--- src/rtl/ps2_key_ctrl_pkg.sv ---
// Shared PS/2 key-sequencer types: prefix byte constants, FSM state and key identity.
package ps2_pkg;

    localparam logic [7:0] PS2_BRK   = 8'hF0;
    localparam logic [7:0] PS2_EXT   = 8'hE0;
    localparam logic [7:0] PS2_PAUSE = 8'hE1;

    typedef enum logic [1:0] {
        IDLE,
        POP,
        SETTLE
    } ctrl_state_t;

    typedef struct packed {
        logic       ext;
        logic [7:0] code;
    } key_id_t;

endpackage

--- src/rtl/ps2_key_ctrl_if.sv ---
// Handshake between the ps2_keyboard FIFO (master) and the key sequencer (slave).
interface ps2_key_ctrl_if;

    logic [7:0] kbd_data;
    logic       kbd_ready;
    logic       kbd_overflow;
    logic       kbd_nextdata_n;

    modport master (
        output kbd_data,
        output kbd_ready,
        output kbd_overflow,
        input  kbd_nextdata_n
    );

    modport slave (
        input  kbd_data,
        input  kbd_ready,
        input  kbd_overflow,
        output kbd_nextdata_n
    );

endinterface

--- src/rtl/ps2_key_ctrl.sv ---
// Drains the PS/2 FIFO one byte per 3 cycles, decodes E0/F0 prefixes and tracks the held key.
// Optional macro PS2_REPEAT_EN adds a repeat_pulse output for typematic makes.
module ps2_key_ctrl
    import ps2_pkg::*;
#(
    parameter int CNT_W = 8
) (
    input  logic             clk,
    input  logic             rst,
    ps2_key_ctrl_if.slave    kbd,
    input  logic             ovf_clr,
    output logic [7:0]       key_code,
    output logic             key_ext,
    output logic             key_valid,
    output logic             press_pulse,
    output logic             release_pulse,
    output logic [CNT_W-1:0] press_count,
    output logic             ovf_flag
`ifdef PS2_REPEAT_EN
    ,
    output logic             repeat_pulse
`endif
);

    ctrl_state_t      state_q, state_d;
    logic             nextdata_n_q, nextdata_n_d;
    logic [7:0]       code_q, code_d;
    logic             ext_pend_q, ext_pend_d;
    logic             brk_pend_q, brk_pend_d;
    key_id_t          key_q, key_d;
    logic             valid_q, valid_d;
    logic             press_q, press_d;
    logic             release_q, release_d;
    logic [CNT_W-1:0] cnt_q, cnt_d;
    logic             ovf_q;
    key_id_t          id_w;
`ifdef PS2_REPEAT_EN
    logic             rep_q, rep_d;
`endif

    assign id_w.ext  = ext_pend_q;
    assign id_w.code = code_q;

    always_ff @(posedge clk) begin
        if (rst) state_q <= IDLE;
        else     state_q <= state_d;
    end

    always_comb begin
        state_d = state_q;
        case (state_q)
            IDLE:    if (kbd.kbd_ready) state_d = POP;
            POP:     state_d = SETTLE;
            SETTLE:  state_d = IDLE;
            default: state_d = IDLE;
        endcase
    end

    always_comb begin
        nextdata_n_d = 1'b1;
        code_d       = code_q;
        ext_pend_d   = ext_pend_q;
        brk_pend_d   = brk_pend_q;
        key_d        = key_q;
        valid_d      = valid_q;
        press_d      = 1'b0;
        release_d    = 1'b0;
        cnt_d        = cnt_q;
`ifdef PS2_REPEAT_EN
        rep_d        = 1'b0;
`endif
        if (state_q == IDLE && kbd.kbd_ready) begin
            code_d       = kbd.kbd_data;
            nextdata_n_d = 1'b0;
        end
        if (state_q == POP) begin
            case (code_q)
                PS2_BRK:   brk_pend_d = 1'b1;
                PS2_EXT:   ext_pend_d = 1'b1;
                PS2_PAUSE: begin
                    ext_pend_d = 1'b0;
                    brk_pend_d = 1'b0;
                end
                default: begin
                    ext_pend_d = 1'b0;
                    brk_pend_d = 1'b0;
                    if (!brk_pend_q) begin
                        // a make of the key already held is typematic repeat
                        if (valid_q && key_q == id_w) begin
`ifdef PS2_REPEAT_EN
                            rep_d = 1'b1;
`endif
                        end else begin
                            key_d   = id_w;
                            valid_d = 1'b1;
                            press_d = 1'b1;
                            cnt_d   = cnt_q + CNT_W'(1);
                        end
                    end else if (valid_q && key_q == id_w) begin
                        key_d     = '0;
                        valid_d   = 1'b0;
                        release_d = 1'b1;
                    end
                end
            endcase
        end
    end

    always_ff @(posedge clk) begin
        if (rst) begin
            nextdata_n_q <= 1'b1;
            code_q       <= '0;
            ext_pend_q   <= 1'b0;
            brk_pend_q   <= 1'b0;
            key_q        <= '0;
            valid_q      <= 1'b0;
            press_q      <= 1'b0;
            release_q    <= 1'b0;
            cnt_q        <= '0;
        end else begin
            nextdata_n_q <= nextdata_n_d;
            code_q       <= code_d;
            ext_pend_q   <= ext_pend_d;
            brk_pend_q   <= brk_pend_d;
            key_q        <= key_d;
            valid_q      <= valid_d;
            press_q      <= press_d;
            release_q    <= release_d;
            cnt_q        <= cnt_d;
        end
    end

    // overflow set wins over a simultaneous clear
    always_ff @(posedge clk) begin
        if (rst)                   ovf_q <= 1'b0;
        else if (kbd.kbd_overflow) ovf_q <= 1'b1;
        else if (ovf_clr)          ovf_q <= 1'b0;
    end

`ifdef PS2_REPEAT_EN
    always_ff @(posedge clk) begin
        if (rst) rep_q <= 1'b0;
        else     rep_q <= rep_d;
    end
    assign repeat_pulse = rep_q;
`endif

    assign kbd.kbd_nextdata_n = nextdata_n_q;
    assign key_code           = key_q.code;
    assign key_ext            = key_q.ext;
    assign key_valid          = valid_q;
    assign press_pulse        = press_q;
    assign release_pulse      = release_q;
    assign press_count        = cnt_q;
    assign ovf_flag           = ovf_q;

endmodule

--- src/flat_wrapper.sv ---
// flat-port wrapper written by rule: the top's interface ports become plain ports
module ps2_key_ctrl_flat import ps2_pkg::*;
#(
    parameter int CNT_W = 8
)
  (clk, rst, ovf_clr, key_code, key_ext, key_valid, press_pulse, release_pulse, press_count, ovf_flag, kbd_kbd_data, kbd_kbd_ready, kbd_kbd_overflow, kbd_kbd_nextdata_n);
  ps2_key_ctrl_if kbd_i ();
  input  logic clk;
  input  logic rst;
  input  logic ovf_clr;
  output logic [7:0] key_code;
  output logic key_ext;
  output logic key_valid;
  output logic press_pulse;
  output logic release_pulse;
  output logic [CNT_W-1:0] press_count;
  output logic ovf_flag;
  input wire logic [$bits(kbd_i.kbd_data)-1:0] kbd_kbd_data;
  input wire logic [$bits(kbd_i.kbd_ready)-1:0] kbd_kbd_ready;
  input wire logic [$bits(kbd_i.kbd_overflow)-1:0] kbd_kbd_overflow;
  output wire logic [$bits(kbd_i.kbd_nextdata_n)-1:0] kbd_kbd_nextdata_n;
  assign kbd_i.kbd_data = kbd_kbd_data;
  assign kbd_i.kbd_ready = kbd_kbd_ready;
  assign kbd_i.kbd_overflow = kbd_kbd_overflow;
  assign kbd_kbd_nextdata_n = kbd_i.kbd_nextdata_n;
  ps2_key_ctrl #(.CNT_W(CNT_W)) u_core (.clk(clk), .rst(rst), .kbd(kbd_i), .ovf_clr(ovf_clr), .key_code(key_code), .key_ext(key_ext), .key_valid(key_valid), .press_pulse(press_pulse), .release_pulse(release_pulse), .press_count(press_count), .ovf_flag(ovf_flag));
endmodule
--- config.mk ---
export PLATFORM = sky130hd
export DESIGN_NAME = ps2_key_ctrl_flat
export DESIGN_NICKNAME = d
export VERILOG_FILES = /design/src/rtl/ps2_key_ctrl_pkg.sv /design/src/rtl/ps2_key_ctrl_if.sv /design/src/rtl/ps2_key_ctrl.sv /design/src/flat_wrapper.sv
export SDC_FILE = /design/constraint.sdc
export NUM_CORES = 1
export LEC_CHECK = 0
export CAP_MARGIN = 0
export CORE_UTILIZATION = 47
export CTS_BUF_LIST = sky130_fd_sc_hd__clkbuf_4 sky130_fd_sc_hd__clkbuf_8
export DETAILED_ROUTE_END_ITERATION = 10
export MAX_ROUTING_LAYER = met4
export PLACE_DENSITY = 0.75
export SLEW_MARGIN = 40
export SYNTH_ARGS = -nofsm -noshare
export SYNTH_HDL_FRONTEND = slang
export SYNTH_SLANG_ARGS = --single-unit
export TNS_END_PERCENT = 20
--- constraint.sdc ---
create_clock -name clk -period 1.95 [get_ports clk]
set_clock_uncertainty 0.15 [all_clocks]
set_input_delay 0.195 -clock clk [delete_from_list [all_inputs] [get_ports clk]]
set_output_delay 0.195 -clock clk [all_outputs]
set_load 0.05 [all_outputs]
* Yosys cells after proc, flatten, opt, wreduce, memory -nomap -nowiden
Cells that the tools add are included.
** Operators by class
- Add/sub/neg operators :: 1
- Equal/unequal tests :: 8
- Multiplexer cells :: 15
- Bitwise operators :: 6
- Reduce and logical (&&, ||, !) cells :: 11
** Operators with widths (count)
- $mux W9 :: 3
- $eq A8 B8 Y1 const B :: 3
- $reduce_or A6 Y1 :: 2
- $eq A9 B9 Y1 :: 1
- $add A8 B1 Y8 const B :: 1
- $mux W1 :: 8
- $reduce_and A4 Y1 :: 2
- $not A1 Y1 :: 6
- $ne A2 B2 Y1 const B :: 2
- $pmux W1 S2 :: 2
- $pmux W2 S2 :: 1
- $reduce_and A2 Y1 :: 2
- $reduce_or A3 Y1 :: 1
- $eq A2 B1 Y1 const B :: 1
- $logic_and A1 B1 Y1 :: 2
- $logic_not A2 Y1 :: 1
- $mux W2 :: 1
- $ne A2 B1 Y1 const B :: 1
- $reduce_bool A2 Y1 :: 1
** Word-level totals
- Register bits after elaboration :: 34
- Output and inout port bits :: 22

* Logic depth before layout (Yosys ltp)
- Depth in word-level cells :: 4
- Gate-level depth with buffers :: 6
- Depth with buffers taken out :: 5

* Worst setup path after synthesis
Ideal clock, no wire load.
- Kind :: reg-to-reg
- Start point :: reg u_core.key_q, in the netlist u_core.key_code[3]
- End point :: reg u_core.key_q, in the netlist u_core.key_code[1]
- Library setup time :: 0.074 ns
- Arrival :: 1.909 ns
- Required time :: 1.726 ns
- Slack :: -0.183 ns
- Stages on the path, launching flop included :: 6
- Path buffers :: 0
- Cell sequence :: dfxtp_1 xnor2_1 nand4_1 nor3_4 mux2_2 a31oi_1
** On the way
- Word-level cells in the longest chain between the ends :: 4
** RTL lines
- from (decl) :: line ps2_key_ctrl.sv:30 : key_id_t key_q, key_d;
- from (signal assigned) :: line ps2_key_ctrl.sv:125 : key_q <= key_d;
- $eq A9 B9 Y1 (*) :: line ps2_key_ctrl.sv:89, ps2_key_ctrl.sv:99
- $logic_and A1 B1 Y1 (*) :: line ps2_key_ctrl.sv:89, ps2_key_ctrl.sv:99
- $ne A2 B1 Y1 (no line) or $ne A2 B2 Y1 (tied branches)
- $reduce_and A4 Y1 (no line) (*)
Every way passes the cells marked *; elsewhere a longest branch is shown, timed or not.
A chain may end at the register's enable or synchronous reset.

* Final worst setup path
- Start point :: reg u_core.code_q[5]
- End point :: reg u_core.key_q, in the netlist u_core.key_code[7]
** On the way
- Word-level cells in the longest chain between the ends :: 4
** RTL lines
- from (decl) :: line ps2_key_ctrl.sv:27 : logic [7:0] code_q, code_d;
- from (signal assigned) :: line ps2_key_ctrl.sv:122 : code_q <= code_d;
- $eq A9 B9 Y1 or $eq A8 B8 Y1 (tied branches) :: line ps2_key_ctrl.sv:89, ps2_key_ctrl.sv:99, ps2_key_ctrl.sv:77
- $logic_and A1 B1 Y1 or $reduce_or A3 Y1 (tied branches)
- $ne A2 B1 Y1 (no line) (tied with other cells)
- $reduce_and A4 Y1 (no line) (*)
Marks and branches as above.

==> impl_metrics.py <==
metrics = {
    "yosys": {
        "synth_area_leader_cell": "dfxtp_1",
        "syn_area_um2": 1690,
        "syn_inst": 189,
        "yosysTopAreaCellShare_pct": 40.4,
        "synth_seq_cells": 34,
        "synth-async-reset-ratio_pct": 0,
        "synthDistinctLibCells": 36,
        "synthTopCellsByArea": "dfxtp_1 40%, nand2_1 4.9%, mux2i_1 4.8%",
        "avgSynthCellArea_um2": 8.92,
        "synth.net_count": 203,
        "ys_warn_count": 0,
        "synth_edf_count": 0,
        "synth_flop_cell": "dfxtp_1",
        "ys_seq_area_share_pct": 40.4,
    },
    "cts": {
        "clk_path_buf_depth": 2,
        "htree_levels": 2,
        "cts.clk_slew.worst_paths_ns": 0.10,
        "hold_buffers": 0,
        "clk_latency_ns": 0.34,
        "cts_sinks": 34,
        "cts-buffers-inserted": 5,
        "cts_tree": "done",
        "cts_root_buf": "clkbuf_4",
    },
    "sta": {
        "period_needed_ns": 1.97,
        "worstMarginPinSlew_ns": 0.545,
        "hold_viol": 0,
        "finalSetupViolCount": 1,
        "finalCritPeriodShare_pct": 101,
        "grt_setup_unrepaired": "true",
        "maxSlewViolCount": 0,
        "setup_tns_ns": -0.0177,
        "worst_slack_ns": -0.0177,
        "slew_headroom_pct": 63.6,
        "fmax_mhz": 508,
    },
    "worst_setup_path": {
        "cp-end-kind": "flop",
        "rr_startpoint": "u_core.code_q[5]$_SDFFE_PP0P_",
        "cp-startpoint": "u_core.code_q[5]$_SDFFE_PP0P_",
        "arrival_ns": 2.06,
        "reg2regPathDepth": 7,
        "critPathMaxStageDelay_ns": 0.36,
        "crit_top_cell": "buf_4",
        "crit_required_ns": 2.05,
        "cp-start-kind": "flop",
        "rr_endpoint": "u_core.key_code[7]$_SDFFE_PP0P_",
        "path_cells": "xnor2_1 -> nand4_1 -> buf_4 -> nor3_4 -> buf_4 -> mux2_1 -> a31oi_1",
        "r2r_setup_slack_ns": -0.02,
        "slowest_stage": "dfxtp_2",
        "worstSetupPathType": "reg2reg",
        "crit_fanout": 4,
    },
    "global_route": {
        "grt_use_total_pct": 25.0,
        "first_global_vias": 1464,
        "grt_max_degree": 34,
        "grt_pass1_wl_um": 6660,
        "gr-total-overflow": 0,
        "antenna_found_initial": 0,
    },
    "routing": {
        "wl_um": 4690,
        "first_pass_iters": 6,
        "drt-wirelength-per-cell_um": 15.7,
        "drt_iter0_markers": 68,
        "num_vias": 1682,
        "routed_via_density": 5.64,
        "final_antenna_net_count": 0,
        "drt_drc_violations_left": 0,
    },
    "floorplan": {
        "coreArea_um2": 3390,
        "row_count": 21,
        "ioPinCount": 35,
        "initial_utilization_pct": 49.7,
        "die_x_um": 61.9,
        "die_h_um": 61.9,
        "dieArea_um2": 3830,
    },
    "placement": {
        "post-dp-hpwl_um": 3040,
        "place_congestion": 0.832,
        "portBuffers": 34,
        "dp.cells": 283,
        "post-place-ws_ns": -0.125,
    },
    "min_path": {
        "hold-path-endpoint": "u_core.ovf_flag$_SDFFE_PP0P_",
        "whs_path_depth": 3,
        "hold_class": "in2reg",
        "worstHoldStart": "kbd_kbd_overflow",
    },
    "finish": {
        "n_antenna_cell": 0,
        "fillers": 239,
        "instances_no_fill": 298,
        "syn_to_final_growth_pct": 44.8,
        "fin_nets": 265,
        "utilization_pct": 72.0,
        "drive_gt1_share_pct": 29.4,
    },
    "run_status": {
        "outcome": "finished, violations left",
        "violations": "setup timing",
    },
    "power": {
        "powerDensity_nw_per_um2": 620,
        "p_leak_nw": 0.939,
        "p_total_mw": 1.51,
        "vdd_drop_max_mv": 0.413,
    },
    "job": {
        "maxCapViolations": 0,
    },
}
-- metrics by stage --
stage / hold WS [ns] / instance area [µm²]
finish: 0.310 / 2440
CTS: 0.303 / 2320
floorplan: 0.116 / 1700
detailed placement: 0.333 / 2220
global route: 0.322 / 2440
global placement: 0.315 / 2220
-- state kept, by name, summed over array words and instances, names as in the netlist, 2 cells and up --
signal / flops
u_core.press_count: 8
u_core.code_q: 8
u_core.key_code: 8
u_core.state_q: 2
-- worst max path at each step --
| stage | endpoint | slack [ns] | cells past startpoint |
|---|---|---|---|
| final | u_core.key_code[7]$_SDFFE_PP0P_ | -0.02 | 7 |
| after global routing | u_core.key_code[7]$_SDFFE_PP0P_ | -0.08 | 7 |
| after CTS | u_core.key_code[0]$_SDFFE_PP0P_ | -0.01 | 7 |
| after detailed placement | u_core.press_count[7]$_SDFFE_PP0P_ | -0.13 | 5 |
| after global placement | u_core.press_count[7]$_SDFFE_PP0P_ | 0.0002 | 6 |
| after floorplan | u_core.key_code[1]$_SDFFE_PP0P_ | 0.006 | 5 |
-- cells in the mapped netlist (3+ instances only) --
library cell and number:
mux2i_1 8, nand3_1 7, mux2_2 6, inv_1 4, dfxtp_1 34, nand2b_1 12, nor2_1 14, nand2_1 22
a31oi_1 11, a21oi_1 9, clkbuf_1 6, mux2_1 3, xnor2_1 9, o21ai_1 4, nand4b_1 9, or3_1 6
-- layout make-up --
class / instances / area, µm² / share of cell area (%)
well taps: 46 / 57.6 / 2.36
clock buffers: 7 / 58.8 / 2.41
repair buffers: 63 / 558 / 22.9
flip-flops and latches: 34 / 701 / 28.7
multi-input cells: 143 / 1050 / 42.8
inverters: 4 / 15.0 / 0.615
clock inverters: 1 / 5.00 / 0.205
-- worst max-delay path, delay by kind of cell (launching register included) --
kind                      cells  cell delay, ns
AOI/OAI and AO/OA             1            0.19
and+or+nand+nor               2            0.31
DFF                           1            0.36
muxes                         1            0.33
buffers and inverters         2            0.35
xor gates and xnor gates      1            0.19
-- report_power, final --
| part | total, mW | leakage (nW) | switching [mW] | internal (mW) |
|---|---|---|---|---|
| registers | 0.753 | 0.284 | 0.0285 | 0.724 |
| logic | 0.338 | 0.616 | 0.187 | 0.151 |
| clock network | 0.422 | 0.0387 | 0.233 | 0.189 |
| total | 1.51 | 0.939 | 0.449 | 1.06 |
-- cell families after synthesis --
| group | share of synthesized area [%] |
|---|---|
| and+or+nand+nor | 27.9 |
| muxes | 10.8 |
| buffers and inverters | 3.71 |
| adders and majority gates | 0.742 |
| AOI/OAI and AO/OA | 11.3 |
| DFF | 40.4 |
| xor gates and xnor gates | 5.20 |
-- per-layer routing --
metal	routed length [µm]	share of wire, %	GRT usage [%]	up-vias
met4	95	2.0	11.7	0
li1	-	-	-	801
met3	287	6.1	4.76	10
met1	1980	42	31.0	794
met2	2330	50	39.2	77
met5	0	0	-	-
-- what timing repair did --
| action | CTS | global route |
|---|---|---|
| gates cloned | 0 | 2 |
| setup buffers | 0 | 5 |
| setup endpoints to repair | 26 | 21 |
| pin swaps | 1 | 9 |
| resized for setup | 17 | 14 |
-- placed cells by master (no fill, tap or decap), types with 2 or more instances in the layout --
| cell | instances |
|---|---|
| dlymetal6s2s_1 | 3 |
| nor2_1 | 14 |
| nand2_1 | 20 |
| buf_4 | 29 |
| o21ai_1 | 4 |
| nand4b_1 | 9 |
| dlygate4sd2_1 | 7 |
| nand2_4 | 2 |
| nand3_1 | 6 |
| o31ai_4 | 2 |
| mux2i_1 | 8 |
| clkbuf_4 | 6 |
| a31oi_1 | 10 |
| nand4_1 | 2 |
| o21ai_0 | 2 |
| nor3_1 | 2 |
| nand2_2 | 2 |
| nor2b_1 | 2 |
| mux2_2 | 6 |
| xnor2_1 | 8 |
| mux2_1 | 3 |
| dfxtp_2 | 16 |
| clkdlybuf4s50_1 | 23 |
| dfxtp_1 | 18 |
| or3_1 | 5 |
| inv_1 | 4 |
| a21oi_1 | 9 |
| nand2b_1 | 12 |
No activity file was read; power rests on OpenSTA's default activity.
